## config.mk

```make
export PLATFORM = sky130hd
export DESIGN_NAME = instruction_fetch
export DESIGN_NICKNAME = d
export VERILOG_FILES = /design/src/rtl/fetch_pkg.sv /design/src/rtl/instruction_fetch.sv
export SDC_FILE = /design/constraint.sdc
export NUM_CORES = 1
export LEC_CHECK = 0
export ABC_AREA = 0
export ABC_CLOCK_PERIOD_IN_PS = 1600
export CORE_ASPECT_RATIO = 0.6
export CORE_MARGIN = 2
export CORE_UTILIZATION = 41
export DETAILED_ROUTE_END_ITERATION = 8
export PLACE_DENSITY = 0.74
export SETUP_SLACK_MARGIN = 0.2
export SLEW_MARGIN = 15
export SYNTH_ARGS = -nofsm -noshare
export SYNTH_HDL_FRONTEND = slang
export SYNTH_SLANG_ARGS = --single-unit
```

## constraint.sdc

```tcl
create_clock -name clock -period 1.6 [get_ports clock]
set_input_delay 0.24 -clock clock [delete_from_list [all_inputs] [get_ports clock]]
set_output_delay 0.24 -clock clock [all_outputs]
set_load 0.05 [all_outputs]
```

## src/rtl/fetch_pkg.sv

```systemverilog
// Shared types and constants for the instruction fetch stage.
package fetch_pkg;
  typedef enum logic [2:0] {IDLE, REQ, WAIT, HOLD, ERR} fetch_state_t;
  localparam logic [1:0] FETCH_ALIGN_MASK = 2'b11;
endpackage

```

## src/rtl/instruction_fetch.sv

```systemverilog
// Fetch stage: one outstanding instruction-memory read, a single-entry buffer
// toward decode, and pc_en pulses back to the program counter.
module instruction_fetch
  import fetch_pkg::*;
#(
  parameter int XLEN = 32
) (
  input  logic            clock,
  input  logic            reset,
  input  logic [XLEN-1:0] pc,
  output logic            pc_en,
  input  logic            flush,
  output logic            imem_req_valid,
  output logic [XLEN-1:0] imem_req_addr,
  input  logic            imem_req_ready,
  input  logic            imem_rsp_valid,
  input  logic [XLEN-1:0] imem_rsp_data,
  output logic            instr_valid,
  output logic [XLEN-1:0] instr,
  output logic [XLEN-1:0] instr_pc,
  input  logic            instr_ready,
  output logic            misaligned,
  output logic [31:0]     fetch_count
);

  fetch_state_t    state, next_state;
  logic            drop, drop_next;
  logic [XLEN-1:0] req_pc;
  logic            latch_req, load_instr, count_inc;
  logic            aligned;

  always_ff @(posedge clock or negedge reset) begin
    if (!reset) begin
      state       <= IDLE;
      drop        <= 1'b0;
      req_pc      <= '0;
      instr       <= '0;
      instr_pc    <= '0;
      fetch_count <= '0;
    end else begin
      state <= next_state;
      drop  <= drop_next;
      if (latch_req)  req_pc <= pc;
      if (load_instr) begin
        instr    <= imem_rsp_data;
        instr_pc <= req_pc;
      end
      if (count_inc)  fetch_count <= fetch_count + 32'd1;
    end
  end

  always_comb begin
    next_state     = state;
    drop_next      = drop;
    latch_req      = 1'b0;
    load_instr     = 1'b0;
    count_inc      = 1'b0;
    pc_en          = 1'b0;
    imem_req_valid = 1'b0;
    imem_req_addr  = '0;
    instr_valid    = 1'b0;
    misaligned     = 1'b0;
    aligned        = (pc[1:0] & FETCH_ALIGN_MASK) == 2'b00;

    case (state)
      IDLE: next_state = REQ;
      REQ: begin
        pc_en = flush;
        if (aligned) begin
          imem_req_valid = 1'b1;
          imem_req_addr  = pc;
          if (imem_req_ready) begin
            // A request accepted under flush is still owed a response; mark it for discard.
            latch_req  = 1'b1;
            drop_next  = flush;
            next_state = WAIT;
          end
        end else if (!flush) begin
          next_state = ERR;
        end
      end
      WAIT: begin
        if (flush) begin
          pc_en = 1'b1;
          if (imem_rsp_valid) begin
            drop_next  = 1'b0;
            next_state = REQ;
          end else begin
            drop_next = 1'b1;
          end
        end else if (imem_rsp_valid) begin
          if (drop) begin
            drop_next  = 1'b0;
            next_state = REQ;
          end else begin
            load_instr = 1'b1;
            next_state = HOLD;
          end
        end
      end
      HOLD: begin
        instr_valid = 1'b1;
        if (flush) begin
          pc_en      = 1'b1;
          next_state = REQ;
        end else if (instr_ready) begin
          pc_en      = 1'b1;
          count_inc  = 1'b1;
          next_state = REQ;
        end
      end
      ERR: begin
        misaligned = 1'b1;
        if (flush) begin
          pc_en      = 1'b1;
          next_state = REQ;
        end
      end
      default: next_state = IDLE;
    endcase
  end

endmodule

```

==> impl_results.md <==
- Final Hold Viols: 0
- Hold WS: approximately 0.28 ns
- Num ports: 202
- Layout Skew: 0.00666 ns
- DRC: 0
- IO buf count: 199
- Pleak: 5.00 nW
- Commonest non-fill, non-tap cell in the layout: buf_4
- Crit path DAT: around 2.3 ns
- Crit-path max FO: 6
- RSZ-0062 raised after global routing: yes
- Clock-pin slew on the worst setup and hold paths: 0.06 ns
- Tcrit/Tclk final: 1.23
- Total GRT Usage: 0.224
- Final wirelength: 17,100 µm
- Antenna-violating nets left: 0
- Final setup vio count: 161
- Num rows: 33
- Share of Yosys cell area claimed by the top area cell type: 0.569
- Synth cell types: 44
- Sw frac: 0.388
- Setup ws final: -0.373 ns
- First-pass GRT wire length: about 25,000 µm
- Hpwl dp: 10,600 µm
- Post-DR wirelength/cell: 18.9 µm
- Power per cell area: 1600 nW/µm²
- Nets: 771
- CTS Buf Count: 17
- Post-synthesis sequential area ratio: 0.569
- Worst min-delay path class: in -> async
- Clk pwr share: 0.225
- DIE HEIGHT: 96.2 µm
- Critical Path Sink Type: register
- Peak Freq: 0.507 GHz
- Switching power: 0.00641 W
- Pre-CTS WS: -0.266 ns
- Initial Util: 0.422
- Max Buffers Root-to-Sink: 2
- Max-slew violations: 0
- First-pass DRT Iterations: 4
- Synth warn: 0
- EDFF count, synth: 0
- Vias in the first global route: approximately 4.5k
- Initial DRC count: 117
- Largest net degree at the start of global routing: 56
- Outcome: finished with violations
- Initial antenna violation count: 0
- Synth Flop Type: dfrtp_1
- Max Cap Viol: 0
- Inst Count DP: between 800 and 900
- Cells after Synth: 416
- Area delta synth->final: 77.1%
- Flop pwr share: 0.301
- Internal power: 0.0101 W
- Clock root cell: clkbuf_16
- Layout cell share with drive strength beyond 1: 0.641
- Die width: 158 µm
- Ant. Diodes: 0
- Post-layout min period: 1.97 ns
- Combinational power share: 0.474
- CORE AREA: 13,700 µm²
- Area leader, netlist: dfrtp_1
- Failing checks: negative setup slack
- Worst skew pair latency: between 0.4 and 0.5 ns
- Most frequent cells in the layout: buf_4 (131), dfrtp_1 (105), clkdlybuf4s50_1 (68)
- Total Power: 0.0165 W
- Final core utilization: 0.748
- Crit path kind: reg -> reg
- H-tree Lvls: 4
- Critical path launch point type: register
- Routed via count: about 4.4k
- CTS tree: done
- Final GP Congestion: 0.848
- Synthesized cell area: 5810 µm²
- Async set or reset register ratio after synthesis: 1.00
- Total gr overflow: 0
- Post-Syn Area per Cell: 14.0 µm²
- Peak VDD IR: between 0.001 and 0.0015 V
- Dominant cells by area after synthesis: dfrtp_1 (57%), mux2_2 (11%), mux2_4 (7.0%)
- Non-filler cells, final: 905
- DR vias/cell: a little under 5
- CP Data Required Time: approximately 1.9 ns
- Post-synthesis register bit count: 132
- Die footprint: 15,200 µm²
- CTS Sinks: approximately 130
[flip-flops by register name, summed over array words and instances (netlist names)]
name         cells
drop             1
fetch_count     32
instr           32
instr_pc        32
req_pc          32
state            3
[metal layers]
layer / track usage / share of wire / vias to the layer above / wire length [µm]
li1: - / - / 2072 / -
met2: 0.353 / 0.46 / 160 / 7900
met3: 0.0536 / 0.062 / 13 / 1070
met5: 0 / 0 / - / 0
met1: 0.315 / 0.47 / 2193 / 8000
met4: 0.0553 / 0.0081 / 0 / 139
[cells by family after synthesis]
kind of cell | synth area share
AOI/OAI and AO/OA | 0.0138
xor gates and xnor gates | 0.0467
adders and majority gates | 0.00215
buffers and inverters | 0.0323
DFF | 0.569
muxes | 0.202
other | 0.000646
and+or+nand+nor | 0.134
[timing repair]
action | in CTS | in global routing
gates resized for setup | 50 | 35
hold buffers | 1 | 0
endpoints found under the hold margin | 31 | 0
setup buffers | 25 | 10
endpoints found under the setup margin | 166 | 167
pin swaps | 27 | 19
gates cloned | 14 | 1
[worst max-delay path, cell delays in order, from the launching register on]
cell     delay (ns)
dfrtp_2        0.39
buf_6          0.11
buf_12         0.11
buf_6          0.10
nand2_4        0.04
nor3_4         0.25
nand2_4        0.13
buf_6          0.16
buf_6          0.11
buf_12         0.12
mux2_4         0.29
[path summary, 6_finish.rpt]
check / start / endpoint / slack, ns / cells past startpoint
worst min-delay path: reset / req_pc[3]$_DFFE_PN0P_ / 0.28 / 2
worst min register to register: fetch_count[31]$_DFFE_PN0P_ / fetch_count[31]$_DFFE_PN0P_ / 0.48 / 1
max in group asynchronous: reset / instr[10]$_DFFE_PN0P_ / 0.70 / 3
min in group clock: imem_rsp_data[6] / instr[6]$_DFFE_PN0P_ / 0.44 / 2
worst max register to register: state[1]$_DFFE_PN0P_ / instr[2]$_DFFE_PN0P_ / -0.37 / 10
worst max-delay path: state[1]$_DFFE_PN0P_ / instr[2]$_DFFE_PN0P_ / -0.37 / 10
[per-stage QoR]
step	TNS, ns	area [µm²]
3_5_place_dp	-28.30	8670
3_3_place_gp	-25.10	8670
6_report	-42.02	10300
5_1_grt	-50.60	10300
4_1_cts	-35.39	10000
2_1_floorplan	-0.221	6150
[cells in the mapped netlist, types with 2 or more instances]
cell type,count
nand4_1,15
nor4b_1,2
nand2_1,10
o21ai_0,3
mux2_2,57
nor4_2,2
dfrtp_1,132
buf_2,3
and3_1,34
nand4_2,2
mux2_1,11
inv_1,4
a21oi_1,4
or3b_2,2
nor3_1,4
xnor2_1,27
mux2_4,27
xor2_1,4
and2_1,5
nand3_1,14
clkbuf_1,7
nor2_1,11
nor4_1,3
nand2b_1,2
buf_4,4
buf_6,9
[power groups by stage]
stage	logic (W)	registers, W	clock network (W)
6_report	0.00782	0.00497	0.00371
5_1_grt	0.00814	0.00511	0.00395
4_1_cts	0.00761	0.00494	0.00377
3_5_place_dp	0.00679	0.00502	0
3_3_place_gp	0.00670	0.00495	0
2_1_floorplan	0.00246	0.00697	0
[area by class of cell]
class | instances | area (µm²)
flip-flops and latches | 132 | 3340
multi-input cells | 258 | 2810
clock inverters | 13 | 125
fillers | 810 | 3460
repair buffers | 287 | 3310
well taps | 192 | 240
clock buffers | 19 | 443
inverters | 4 | 20.0
(Power assumes the default switching activity.)
